File: src/rtl/axi_pim_pkg.sv
// rtl/axi_pim_pkg.sv - shared AXI constants and loader state encoding
package axi_pim_pkg;

  localparam logic [1:0] BURST_INCR       = 2'b01;
  localparam logic [1:0] RESP_OKAY        = 2'b00;
  localparam logic [3:0] CACHE_MODIFIABLE = 4'b0011;

  typedef enum logic [2:0] {
    ST_IDLE = 3'd0,
    ST_AW   = 3'd1,
    ST_W    = 3'd2,
    ST_B    = 3'd3,
    ST_DONE = 3'd4
  } loader_state_e;

endpackage

File: src/rtl/axi_pim_burst_calc.sv
// rtl/axi_pim_burst_calc.sv - burst length from remaining words, next beat address
module axi_pim_burst_calc #(
  parameter int ADDR_WIDTH    = 8,
  parameter int STRB_WIDTH    = 4,
  parameter int MAX_BURST_LEN = 16
) (
  input  logic [8:0]            rem_i,
  input  logic [ADDR_WIDTH-1:0] addr_i,
  output logic [7:0]            awlen_o,
  output logic [ADDR_WIDTH-1:0] addr_next_o
);

  localparam logic [8:0] MAX_BEATS = 9'(MAX_BURST_LEN);

  logic [8:0] beats;
  logic [8:0] beats_m1;

  always_comb begin
    beats    = (rem_i > MAX_BEATS) ? MAX_BEATS : rem_i;
    beats_m1 = beats - 9'd1;
  end

  assign awlen_o     = beats_m1[7:0];
  // Wraps modulo 2**ADDR_WIDTH, matching the slave's own incrementer.
  assign addr_next_o = addr_i + ADDR_WIDTH'(STRB_WIDTH);

endmodule

File: src/rtl/axi_pim_loader.sv
// rtl/axi_pim_loader.sv - AXI4 write master that streams a weight load into the PIM RAM
module axi_pim_loader
  import axi_pim_pkg::*;
#(
  parameter int DATA_WIDTH    = 32,
  parameter int ADDR_WIDTH    = 8,
  parameter int STRB_WIDTH    = DATA_WIDTH / 8,
  parameter int ID_WIDTH      = 8,
  parameter int AWID_VALUE    = 0,
  parameter int MAX_BURST_LEN = 16
) (
  input  logic                  clk,
  input  logic                  rst,
  input  logic [ADDR_WIDTH-1:0] cmd_addr,
  input  logic [7:0]            cmd_len,
  input  logic                  cmd_valid,
  output logic                  cmd_ready,
  input  logic [DATA_WIDTH-1:0] s_axis_tdata,
  input  logic                  s_axis_tvalid,
  output logic                  s_axis_tready,
  output logic [ID_WIDTH-1:0]   m_axi_awid,
  output logic [ADDR_WIDTH-1:0] m_axi_awaddr,
  output logic [7:0]            m_axi_awlen,
  output logic [2:0]            m_axi_awsize,
  output logic [1:0]            m_axi_awburst,
  output logic                  m_axi_awlock,
  output logic [3:0]            m_axi_awcache,
  output logic [2:0]            m_axi_awprot,
  output logic                  m_axi_awvalid,
  input  logic                  m_axi_awready,
  output logic [DATA_WIDTH-1:0] m_axi_wdata,
  output logic [STRB_WIDTH-1:0] m_axi_wstrb,
  output logic                  m_axi_wlast,
  output logic                  m_axi_wvalid,
  input  logic                  m_axi_wready,
  input  logic [ID_WIDTH-1:0]   m_axi_bid,
  input  logic [1:0]            m_axi_bresp,
  input  logic                  m_axi_bvalid,
  output logic                  m_axi_bready,
  output logic                  busy,
  output logic                  done,
  output logic                  error
);

  localparam logic [ADDR_WIDTH-1:0] ADDR_MASK = ~ADDR_WIDTH'(STRB_WIDTH - 1);

  loader_state_e         state_q, state_d;
  logic [ADDR_WIDTH-1:0] addr_q, addr_d;
  logic [8:0]            rem_q, rem_d;
  logic [7:0]            beat_q, beat_d;
  logic                  error_q, error_d;

  logic [7:0]            burst_len;
  logic [ADDR_WIDTH-1:0] addr_next;

  axi_pim_burst_calc #(
    .ADDR_WIDTH   (ADDR_WIDTH),
    .STRB_WIDTH   (STRB_WIDTH),
    .MAX_BURST_LEN(MAX_BURST_LEN)
  ) u_burst_calc (
    .rem_i      (rem_q),
    .addr_i     (addr_q),
    .awlen_o    (burst_len),
    .addr_next_o(addr_next)
  );

  assign m_axi_awid    = ID_WIDTH'(AWID_VALUE);
  assign m_axi_awaddr  = addr_q;
  assign m_axi_awlen   = burst_len;
  assign m_axi_awsize  = 3'($clog2(STRB_WIDTH));
  assign m_axi_awburst = BURST_INCR;
  assign m_axi_awlock  = 1'b0;
  assign m_axi_awcache = CACHE_MODIFIABLE;
  assign m_axi_awprot  = 3'b000;
  assign m_axi_wdata   = s_axis_tdata;
  assign m_axi_wstrb   = '1;
  assign error         = error_q;

  always_ff @(posedge clk) begin
    if (rst) begin
      state_q <= ST_IDLE;
      addr_q  <= '0;
      rem_q   <= '0;
      beat_q  <= '0;
      error_q <= 1'b0;
    end else begin
      state_q <= state_d;
      addr_q  <= addr_d;
      rem_q   <= rem_d;
      beat_q  <= beat_d;
      error_q <= error_d;
    end
  end

  always_comb begin
    state_d       = state_q;
    addr_d        = addr_q;
    rem_d         = rem_q;
    beat_d        = beat_q;
    error_d       = error_q;
    cmd_ready     = 1'b0;
    s_axis_tready = 1'b0;
    m_axi_awvalid = 1'b0;
    m_axi_wvalid  = 1'b0;
    m_axi_wlast   = 1'b0;
    m_axi_bready  = 1'b0;
    busy          = 1'b0;
    done          = 1'b0;
    case (state_q)
      ST_IDLE: begin
        // Held low while in reset so the first ready appears after release.
        cmd_ready = !rst;
        if (cmd_valid) begin
          addr_d  = cmd_addr & ADDR_MASK;
          rem_d   = {1'b0, cmd_len} + 9'd1;
          error_d = 1'b0;
          state_d = ST_AW;
        end
      end
      ST_AW: begin
        busy          = 1'b1;
        m_axi_awvalid = 1'b1;
        if (m_axi_awready) begin
          beat_d  = burst_len;
          state_d = ST_W;
        end
      end
      ST_W: begin
        // Stream passes straight through; no local buffering of beats.
        busy          = 1'b1;
        m_axi_wvalid  = s_axis_tvalid;
        s_axis_tready = m_axi_wready;
        m_axi_wlast   = (beat_q == 8'd0);
        if (s_axis_tvalid && m_axi_wready) begin
          beat_d = beat_q - 8'd1;
          rem_d  = rem_q - 9'd1;
          addr_d = addr_next;
          if (beat_q == 8'd0) state_d = ST_B;
        end
      end
      ST_B: begin
        busy         = 1'b1;
        m_axi_bready = 1'b1;
        if (m_axi_bvalid) begin
          if (m_axi_bresp != RESP_OKAY) error_d = 1'b1;
          state_d = (rem_q != 9'd0) ? ST_AW : ST_DONE;
        end
      end
      ST_DONE: begin
        done    = 1'b1;
        state_d = ST_IDLE;
      end
      default: state_d = ST_IDLE;
    endcase
  end

endmodule

File: config.mk
export PLATFORM = sky130hd
export DESIGN_NAME = axi_pim_loader
export DESIGN_NICKNAME = d
export VERILOG_FILES = /design/src/rtl/axi_pim_pkg.sv /design/src/rtl/axi_pim_burst_calc.sv /design/src/rtl/axi_pim_loader.sv
export SDC_FILE = /design/constraint.sdc
export NUM_CORES = 1
export LEC_CHECK = 0
export ABC_AREA = 1
export CORE_MARGIN = 2
export CORE_UTILIZATION = 41
export DETAILED_ROUTE_END_ITERATION = 16
export MAX_ROUTING_LAYER = met4
export PLACE_DENSITY = 0.87
export SLEW_MARGIN = 20
export SYNTH_ARGS = -nofsm -noshare
export SYNTH_HDL_FRONTEND = slang
export SYNTH_SLANG_ARGS = --single-unit
File: constraint.sdc
create_clock -name clk -period 2.7 [get_ports clk]
set_clock_uncertainty 0.05 [all_clocks]
set_input_delay 0.405 -clock clk [delete_from_list [all_inputs] [get_ports clk]]
set_output_delay 0.405 -clock clk [all_outputs]
set_load 0.005 [all_outputs]
==> out/metrics.yaml <==
status: "finished, final reports clean"
p_int_w: 0.001519
dieArea_sq_mm: 0.006680
seq_power_share: 0.231
layout_commonest_cell: "nand2_1"
start_util: 0.4209
swShare: 0.4981
antennaDiodeCount: 0
clock_sinks: 27
syn_area_per_cell_sq_um: 6.320
area_growth_pct: 9.899
vdd_drop_max_mv: 0.5635
ys_seq_elements: 27
overflow: 0
die_x_microns: 81.73
p_total_w: 0.003026
grt_pass1_vias: 2063
stdcell_count: 476
slew_violations: 0
tns_ps: 0
grt_pass1_wl_microns: 8914
finalWeightedCongestion: 0.9102
dr.first_iter.drc_count: 133
arrival_ps: 2130
insertion_delay_ps: 280
htreeDepth: 1
firstDrtPassIters: 5
leakage_nw: 1.249
place.port_buffers: 45
cts_buffer_depth: 2
hold_start: "error"
endpoint_kind: "output port"
grt_start_max_net_pins: 35
cellPowerDensity_mw_per_mm2: 1112
period_share: 0.9572
period_needed_ps: 2584
yosysWarnings: 0
cts-root-buf: "clkbuf_8"
drt.antenna.violating_nets: 0
synthCells: 392
grt.total_usage: 0.1715
timing.fmax_mhz: 386.9
setup.worst_path.start_class: "flop"
r2r_start: "state_q[1]"
clk_pin_slew_ps: 100
layout-drive-gt1-share: 0.07232
crit_path_max_fanout: 6
setup_violations: 0
p_sw_w: 0.001507
hold_viol_final: 0
wl_per_cell_microns: 11.89
vias: 2386
synth-seq-area-share: 0.2182
drv_cap: 0
netlist-cell-type-count: 32
power_frac_comb: 0.687
avgViaCountPerCell: 5.013
dp.cells: 470
drc: 0
cp-startpoint: "rem_q[0]"
mostFrequentLayoutCells: "76 x nand2_1, 42 x clkdlybuf4s50_1, 40 x inv_1"
placement_rows: 28
io_pins: 147
cts_tree: "built"
dp_hpwl_microns: 4262
netlist_area_sq_mm: 0.002477
worstPathRequired_ps: 2250
final_nets: 474
cts_hold_buf: 0
criticalPathCategory: "flop to output port"
worst_slew_pin_slew_ps: 708.6
p_clk_frac: 0.082
rsz0062_at_grt: "false"
antenna_found_initial: 0
die_h_microns: 81.73
numCtsBuffers: 3
relSlewSlack: 0.5271
coreArea_sq_mm: 0.005886
routed_wl_microns: 5662
holdCritPathClass: "flop to flop"
==> synthesized netlist by cell type (all sizes together) <==
cell type | n | area share
a21oi | 35 | 0.071
and2 | 3 | 0.0076
buf | 65 | 0.20
clkbuf | 4 | 0.0061
conb | 2 | 0.0030
dfxtp | 27 | 0.22
ha | 7 | 0.035
inv | 43 | 0.066
nand2 | 81 | 0.13
nand3 | 36 | 0.078
nand3b | 4 | 0.012
nand4 | 7 | 0.018
nor2 | 38 | 0.065
nor3 | 1 | 0.0020
nor4 | 1 | 0.0025
o2111ai | 1 | 0.0035
o211ai | 2 | 0.0061
o21a | 1 | 0.0030
o21ai | 25 | 0.051
o21bai | 1 | 0.0030
or2 | 3 | 0.0076
xnor2 | 3 | 0.011
xor2 | 2 | 0.0071
==> power by group through the flow <==
stage / Clock [W] / Combinational [W] / Sequential, W
after floorplan: 0 / 0.00145 / 0.000663
after global placement: 0 / 0.00196 / 0.000685
after detailed placement: 0 / 0.00201 / 0.000695
after CTS: 0.000248 / 0.00203 / 0.000688
after global routing: 0.000265 / 0.00234 / 0.000718
final: 0.000248 / 0.00208 / 0.000700
==> state kept, by name, indices dropped and copies added, names as in the netlist <==
| register | flops |
|---|---|
| rem_q | 9 |
| m_axi_awaddr | 6 |
| error | 1 |
| beat_q | 8 |
| state_q | 3 |
==> cell families after synthesis <==
family          after synthesis  share of synthesized area
simple gates                174                     0.3187
buf+inv                     112                     0.2702
compound gates               65                     0.1369
flops                        27                     0.2182
fa+ha+maj                     7                    0.03535
xor+xnor                      5                    0.01768
other cells                   2                   0.003031
==> final timing paths <==
check                                       to  slack [ps]  depth (start not counted)
worst min-delay path                     error         440                          2
worst max register to register        rem_q[8]         660                          8
worst min register to register           error         440                          2
worst max-delay path            m_axi_awlen[1]         120                         10
==> through the flow <==
stage / utilization / hold slack [ps] / setup WS (ps) / area, sq um
floorplan: - / 393.3 / 866.0 / 2571
global route: 0.4626 / 452.3 / 1.924 / 2723
finish: 0.4626 / 437.0 / 115.7 / 2723
detailed placement: 0.4460 / 420.5 / 191.4 / 2625
CTS: 0.4558 / 437.8 / 5.919 / 2683
global placement: 0.4460 / 409.4 / 237.5 / 2625
==> worst max-delay path, cell delays in order, from the launching register on <==
cell and delay, ps:
dfxtp_2 360, inv_2 70, ha_1 190, nand2_1 100
nand2_1 60, nand2_1 90, inv_1 80, nand2_2 110
ha_4 200, inv_1 80, clkdlybuf4s50_1 510
==> cell type report <==
cell class | instances | area, sq um
Timing Repair Buffer | 49 | 484.2
Clock buffer | 3 | 41.29
Tap cell | 75 | 93.84
Sequential cell | 27 | 543.0
Inverter | 43 | 163.9
Multi-Input combinational cell | 278 | 1389
Clock inverter | 1 | 7.507
Fill cell | 597 | 3163
==> timing repair <==
action / 4_1_cts / 5_1_grt
buffers inserted: 1 / 1
pin swaps: 1 / 0
cloned: 0 / 0
gates resized for setup: 4 / 11
hold endpoints to repair: 0 / 0
endpoints found under the setup margin: 3 / 4
==> per-layer routing <==
layer  up-vias  part of all wire  track usage
met1      1101              0.43       0.2056
met5         -                 0            -
met4         0             0.030      0.07000
met3        17             0.055      0.02857
met2        78              0.49       0.2854
li1       1190                 -            -
No activity file was read; power rests on OpenSTA's default activity.
